$ cat config.mk
export PLATFORM = sky130hd
export DESIGN_NAME = div_sequencer
export DESIGN_NICKNAME = d
export VERILOG_FILES = /design/src/rtl/div_sequencer_pkg.sv /design/src/rtl/div_sequencer_subtract.sv /design/src/rtl/div_sequencer.sv
export SDC_FILE = /design/constraint.sdc
export NUM_CORES = 1
export LEC_CHECK = 0
export ABC_AREA = 1
export CAP_MARGIN = 5
export CORE_ASPECT_RATIO = 1.75
export CORE_MARGIN = 2
export CORE_UTILIZATION = 51
export CTS_CLUSTER_DIAMETER = 150
export DETAILED_ROUTE_END_ITERATION = 7
export GPL_TIMING_DRIVEN = 0
export PLACE_DENSITY_LB_ADDON = 0.1
export SYNTH_ARGS = -nofsm -noshare
export SYNTH_HDL_FRONTEND = slang
export SYNTH_SLANG_ARGS = --single-unit
$ cat constraint.sdc
create_clock -name clk -period 2.15 [get_ports clk]
set_clock_uncertainty 0.1 [all_clocks]
set_input_delay 0.3225 -clock clk [delete_from_list [all_inputs] [get_ports clk]]
set_output_delay 0.3225 -clock clk [all_outputs]
set_load 0.005 [all_outputs]
$ cat src/rtl/div_sequencer_pkg.sv
// Shared ALU definitions: divider sequencer states and NZCV flag bit positions.
package div_sequencer_pkg;

  typedef enum logic [1:0] {
    IDLE = 2'd0,
    RUN  = 2'd1,
    DONE = 2'd2
  } div_state_t;

  localparam int FLAG_N = 0;
  localparam int FLAG_Z = 1;
  localparam int FLAG_C = 2;
  localparam int FLAG_V = 3;

endpackage

$ cat src/rtl/div_sequencer_subtract.sv
// ALU subtract unit: s = a - b with NZCV flags; C is the borrow (1 when a < b unsigned).
module subtract
  import div_sequencer_pkg::*;
#(
  parameter int W = 8
) (
  input  logic [W-1:0] a,
  input  logic [W-1:0] b,
  output logic [W-1:0] s,
  output logic [3:0]   flags
);

  logic borrow;

  always_comb begin
    {borrow, s}   = {1'b0, a} - {1'b0, b};
    flags         = '0;
    flags[FLAG_N] = s[W-1];
    flags[FLAG_Z] = (s == '0);
    flags[FLAG_C] = borrow;
    flags[FLAG_V] = (a[W-1] ^ b[W-1]) & (s[W-1] ^ a[W-1]);
  end

endmodule

$ cat src/rtl/div_sequencer.sv
// Multi-cycle restoring unsigned divider: N subtract steps, then a one-cycle DONE
// that publishes quotient, remainder and NZCV flags with a done pulse.
module div_sequencer
  import div_sequencer_pkg::*;
#(
  parameter int N = 32
) (
  input  logic         clk,
  input  logic         rst_n,
  input  logic         start,
  input  logic [N-1:0] dividend,
  input  logic [N-1:0] divisor,
  output logic         busy,
  output logic         done,
  output logic [N-1:0] quotient,
  output logic [N-1:0] remainder,
  output logic         div_by_zero,
  output logic [3:0]   flags
);

  localparam int CW = $clog2(N);

  div_state_t    state, state_nxt;
  logic [CW-1:0] count;
  logic [N-1:0]  rem_r, quo_r, divisor_r;
  logic          dz_r;
  logic [N:0]    trial, diff;
  logic [3:0]    sub_flags;
  logic          borrow;
  logic          sub_unused;

  function automatic logic [3:0] quotient_flags(input logic [N-1:0] q);
    logic [3:0] f;
    f         = '0;
    f[FLAG_N] = q[N-1];
    f[FLAG_Z] = (q == '0);
    return f;
  endfunction

  assign trial = {rem_r, quo_r[N-1]};

  subtract #(.W(N + 1)) u_subtract (
    .a     (trial),
    .b     ({1'b0, divisor_r}),
    .s     (diff),
    .flags (sub_flags)
  );

  assign borrow     = sub_flags[FLAG_C];
  assign sub_unused = ^{sub_flags[FLAG_V], sub_flags[FLAG_Z], sub_flags[FLAG_N], diff[N]};
  assign busy       = (state != IDLE);

  always_comb begin
    state_nxt = state;
    unique case (state)
      IDLE:    if (start) state_nxt = (divisor == '0) ? DONE : RUN;
      RUN:     if (count == '0) state_nxt = DONE;
      DONE:    state_nxt = IDLE;
      default: state_nxt = IDLE;
    endcase
  end

  always_ff @(posedge clk or negedge rst_n) begin
    if (!rst_n) begin
      state       <= IDLE;
      count       <= '0;
      rem_r       <= '0;
      quo_r       <= '0;
      divisor_r   <= '0;
      dz_r        <= 1'b0;
      done        <= 1'b0;
      quotient    <= '0;
      remainder   <= '0;
      div_by_zero <= 1'b0;
      flags       <= '0;
    end else begin
      state <= state_nxt;
      done  <= 1'b0;
      unique case (state)
        IDLE: begin
          if (start) begin
            divisor_r <= divisor;
            dz_r      <= (divisor == '0);
            // Divide-by-zero preloads the final answer so DONE publishes it unchanged.
            if (divisor == '0) begin
              rem_r <= dividend;
              quo_r <= '1;
            end else begin
              rem_r <= '0;
              quo_r <= dividend;
              count <= CW'(N - 1);
            end
          end
        end
        RUN: begin
          rem_r <= borrow ? trial[N-1:0] : diff[N-1:0];
          quo_r <= {quo_r[N-2:0], ~borrow};
          count <= count - CW'(1);
        end
        DONE: begin
          quotient    <= quo_r;
          remainder   <= rem_r;
          div_by_zero <= dz_r;
          flags       <= quotient_flags(quo_r);
          done        <= 1'b1;
        end
        default: ;
      endcase
    end
  end

endmodule

---- After elaboration in Yosys (flattened, before gate mapping) ----
Cells that the tools add are included.
storage, ports and cells
  flip-flop bits (word level) ............. 172
  input bits .............................. 67
  output and inout bits ................... 71
  word-level logic and storage cells ...... 44
cells by class
  $add $sub $neg .......................... 2
  equality and inequality tests ........... 5
  mux-type cells .......................... 15
  bitwise operators ....................... 1
  reductions and logical operators ........ 10
operators by type and width
  cell                                                  count
  two-way mux 32 bit                                    5
  one-hot mux 32 bit (2 select lines)                   2
  logical NOT 32 bit                                    2
  subtractor 33 x 32 -> 34 bit                          1
  two-way mux 5 bit                                     2
  one-hot mux 5 bit (2 select lines)                    1
  two-way mux 2 bit                                     3
  != test 2 bit (second input constant)                 3
  AND reduction 2 bit                                   3
  logical NOT 5 bit                                     1
  subtractor 5 x 1 -> 5 bit (second input constant)     1
  one-hot mux 2 bit (2 select lines)                    1
  nonzero test 2 bit                                    2
  AND reduction 3 bit                                   1
  equality test 2 x 1 -> 1 bit (second input constant)  1
  equality test 2 bit (second input constant)           1
  logical NOT 2 bit                                     1
  two-way mux 1 bit                                     1
  NOT 1 bit                                             1

---- Depth between registers and ports, before layout ----
  depth in word-level cells ............... 4
  depth in mapped cells ................... 18
  mapped depth without buffers ............ 17

---- Cells and area by module ----
A second synthesis with hierarchy kept.
second synthesis, totals
  cell total of the unflattened synthesis .. 1,598
  area total of the unflattened synthesis .. 10,711.5 um2
by module, submodules not included
  module         times used  cells each  area each (um2)  seq. area each (um2)
  div_sequencer  1           1,002       7,801.2          4,279.1
  subtract       1           596         2,910.3          0.0

---- Least setup slack after synthesis ----
OpenSTA, ideal clock, no wires.
  path type ............................... reg-to-reg
  start point ............................. register quo_r[31]
  end point ............................... register rem_r[30]
  setup time .............................. 116 ps
  arrival ................................. 1,894 ps
  data required time ...................... 1,934 ps
  setup slack ............................. 39 ps
  cell stages (with the launch flop) ...... 18
  path buffers ............................ 0
  clock period less this slack ............ 2,111 ps
  cells stage by stage .................... dfrtp_1 inv_1 ha_1 fa_1 inv_1 nand3_1 nand3_1 nand2_1 nand2_1 nand2_1 nand2_1 nand2_1 nand2_1 nand2_1 nand3_1 nand2_1 nand2_1 nand2_1
on the way
  word-level cells in the longest chain between the ends .. 3
ends and longest elaborated chain
  what                                 line                          source
  start: declaration                   div_sequencer.sv:25           logic [N-1:0] rem_r, quo_r, divisor_r;
  start signal: assignment             div_sequencer.sv:90           quo_r <= dividend;
  start signal: assignment             div_sequencer.sv:97           quo_r <= {quo_r[N-2:0], ~borrow};
  subtractor 33 x 32 -> 34 bit         div_sequencer_subtract.sv:16  {borrow, s} = {1'b0, a} - {1'b0, b};
  two-way mux 32 bit                   div_sequencer.sv:96           rem_r <= borrow ? trial[N-1:0] : diff[N-1:0];
  one-hot mux 32 bit (2 select lines)  div_sequencer.sv:79           unique case (state)
  end signal: assignment               div_sequencer.sv:86           rem_r <= dividend;
  end signal: assignment               div_sequencer.sv:96
  end: declaration                     div_sequencer.sv:25
No other way between the ends.
A chain may end at the register's enable or synchronous reset.

---- Worst setup path in the final report ----
  start point ............................. register divisor_r[1]
  end point ............................... register rem_r[24]
on the way
  word-level cells in the longest chain between the ends .. 3
ends and longest elaborated chain
  what                                 line                          source
  start: declaration                   div_sequencer.sv:25
  start signal: assignment             div_sequencer.sv:82           divisor_r <= divisor;
  subtractor 33 x 32 -> 34 bit         div_sequencer_subtract.sv:16
  two-way mux 32 bit                   div_sequencer.sv:96
  one-hot mux 32 bit (2 select lines)  div_sequencer.sv:79
No other way between the ends.

==> flow_metrics.tcl <==
set metrics [dict create \
    status "finished, violations left" \
    violations "setup timing" \
    gp_congestion 0.933 \
    vias 10700 \
    path_buf_inv 3 \
    path_cells "inv_1 > ha_1 > nand2_1 > nor2_2 > nand3_2 > nand3_4 > nand2_4 > nand2_4 > nand2_8 > buf_8 > buf_8 > nand3_1 > nand3_1 > nand2_1 > nand2_1" \
    grt_max_degree 117 \
    crit_fanout 10 \
    end_kind "flop" \
    firstDrtPassIters 5 \
    avgRoutedWirePerCell_microns 18.1 \
    r2r-start "divisor_r[1]" \
    setup_violations 32 \
    cts-buffers-inserted 17 \
    period_share_pct 107 \
    grt_pass1_vias 10400 \
    drcViolationCount 0 \
    crit_type "flop to flop" \
    path_depth 15 \
    root_buffer "clkbuf_16" \
    maxSlewViolCount 0 \
    clkLatencyLatePin_ns 0.45 \
    reg2reg_slack_ns -0.15 \
    synth_top_family_by_area "simple AND/OR/NAND/NOR gates" \
    syn_inst 1465 \
    portBuffers 135 \
    async_flop_share_pct 100 \
    antenna_left 0 \
    routed_via_density 5.51 \
    yosysMostFrequentCell "nand2_1" \
    synth-seq-cells 171 \
    ys_top_cells_by_area "dfrtp_1 (42%), nand2_1 (17%), inv_1 (7.6%), o21ai_0 (5.2%), nand3_1 (4.8%)" \
    power_leakage_nw 7.05 \
    ys.flop_type "dfrtp_1" \
    tns_ns -2.72 \
    ys_seq_area_share_pct 41.6 \
    cp_top_family "simple AND/OR/NAND/NOR gates" \
    startpoint_type "flop" \
    clkTransAtPathRegs_ns 0.06 \
    crit_start "divisor_r[1]" \
    arrival_ns 2.53 \
    synth_edf_count 0 \
    fillerInstances 1596 \
    cpMostUsedCell "nand2_1" \
    rsz0062_at_grt "yes" \
    initial_core_util_pct 52.1 \
    dp_hpwl_microns 25100 \
    synth_xor_area_share_pct 1.53 \
    drt_first_iter_violations 916 \
    grt_pass1_wl_microns 52100 \
    worstSetupEndpoint "rem_r[24]" \
    synthAdderAreaFrac_pct 4.33 \
    synth_top_area_cell "dfrtp_1" \
    synth_top_area_share_pct 41.6 \
    power.density_nw_per_um2 2060 \
    placedCellCount 1847 \
    hold_viol 0 \
    setup_slack_ns -0.149 \
    synth_cell_types 41 \
    hold_class "input pin to asynchronous set/reset pin" \
    worst_pin_slew_ns 0.687 \
    dieArea_sq_um 21300 \
    cts_tree "done" \
    cts.sinks 171 \
    yosys_warnings 0 \
    synth_commonest_cells "nand2_1 (470), inv_1 (207), dfrtp_1 (171)" \
    die_h_microns 192 \
    area_growth_pct 39.1 \
    cp_slowest_stage_delay_ns 0.44 \
    avgSynthCellArea_sq_um 7.02 \
    grt.overflow.total 0 \
    rows 68 \
    antenna_found_initial 0 \
    wirelength_microns 35300 \
    worstPathRequired_ns 2.38 \
    n_antenna_cell 0 \
    clock_path_buffers 2 \
    slew_headroom_pct 54.2 \
    dpl_cell_area_sq_um 12000 \
    track_usage_pct 31.6 \
    cap_violations 0 \
    synth-compound-area-share_pct 9.85 \
    synth_area_sq_um 10300 \
    io_pins 138 \
    period_minus_slack_ns 2.30 \
    drive_gt1_share_pct 20.9 \
    cts_max_level 4 \
    core_sq_um 19700 \
    design_area_sq_um 14300 \
    synth-simple-area-share_pct 31.8 \
    ir_drop_mv 0.979 \
    finalNonFillerCells 1945 \
    die_w_microns 111 \
    worstReg2RegEnd "rem_r[24]" \
    nets 1791 \
    rr_worst_depth 15 \
    muxShareOfSynthArea_pct 0 \
    max_clock_freq_ghz 0.435 \
    crit_slowest_cell "dfrtp_2" \
]
## placed cells by master, fill, tap and decap left out, types with 6 or more instances in the layout
master           Yosys  layout
nand2_1            470     411
a21oi_1             29      20
buf_2                9       7
o21ai_0            107     103
xor2_1              16      14
nor2_4               2       6
nor3_1              40      35
inv_1              207     189
clkdlybuf4s50_1      0     134
inv_2                9      25
nand3_2              5      20
buf_4                7      61
dfrtp_1            171     142
buf_8                0       8
clkbuf_1            36      29
o22ai_1             29      29
clkbuf_2             0      15
nand4_1             22      22
ha_4                 0      31
nand2_4              2      20
nand3_1             99      79
dfrtp_2              0      29
a21oi_2              4       8
nor2_2               5       9
o21bai_1             6       6
nor2_1             111     103
nand2_2              6      46
clkbuf_16            0      21
## per-layer routing
layer	share of wire (%)	vias up	track usage (%)
li1	-	5068	-
met1	35	4975	32.6
met2	52	497	58.2
met3	5.0	177	4.76
met4	8.1	0	22.2
met5	0	-	0
## state kept, by name, indices dropped and copies added, names as in the netlist
signal       cells
divisor_r       32
count            5
remainder       32
quo_r           32
quotient        31
rem_r           32
done             1
state            2
dz_r             1
div_by_zero      1
flags            2
## per-stage QoR
step / worst slack, ns / hold slack (ns) / util, % / total power, mW
finish: -0.149 / 0.286 / 72.4 / 29.5
global route: -0.290 / 0.319 / 72.4 / 31.5
CTS: -0.136 / 0.303 / 68.0 / 26.0
detailed placement: -0.736 / 0.171 / 60.6 / 20.3
global placement: -6.34 / 0.354 / 60.5 / 20.1
floorplan: 0.0392 / -0.0731 / - / 15.5
## power by group
part / leakage [nW] / total (mW) / internal (mW) / switching [mW]
clock: 0.296 / 3.33 / 2.00 / 1.33
sequential: 2.08 / 6.15 / 4.86 / 1.30
combinational: 4.67 / 20.0 / 8.45 / 11.5
## how the worst min path moves through the flow
stage	start	to	slack, ns
2_1_floorplan	rst_n	count[0]	-0.07
3_3_place_gp	remainder[8]	remainder[8]	0.35
3_5_place_dp	rst_n	quotient[6]	0.17
4_1_cts	rst_n	quotient[6]	0.30
5_1_grt	rst_n	done	0.32
6_report	rst_n	quotient[4]	0.29
## final cells by class
cell class              instances  area [sq um]  share of cell area (%)
inverters                     216           816                    5.71
plain buffers                  63           365                    2.56
well taps                     245           307                    2.14
clock buffers                  21           460                    3.22
clock inverters                 9           161                    1.13
flip-flops and latches        171          4320                    30.2
repair buffers                204          2000                    14.0
multi-input cells            1016          5870                    41.1
## cell families after synthesis
group           after synthesis
buf+inv                     280
flops                       171
other cells                   1
fa+ha+maj                    35
xor+xnor                     18
compound gates              185
simple gates                775
## worst reg2reg max path, stage by stage (launching register included)
cell	delay, ns
dfrtp_2	0.44
inv_1	0.08
ha_1	0.34
nand2_1	0.09
nor2_2	0.11
nand3_2	0.11
nand3_4	0.12
nand2_4	0.06
nand2_4	0.09
nand2_8	0.09
buf_8	0.15
buf_8	0.14
nand3_1	0.06
nand3_1	0.09
nand2_1	0.08
nand2_1	0.05
## timing repair
| item | 4_1_cts | 5_1_grt |
|---|---|---|
| hold endpoints to repair | 55 | 0 |
| pin swaps | 13 | 46 |
| endpoints found under the setup margin | 86 | 100 |
| buffers inserted | 22 | 41 |
| gates cloned | 1 | 6 |
| hold buffers | 1 | 0 |
| gates resized for setup | 124 | 157 |
Power figures use the tool's default switching activity.
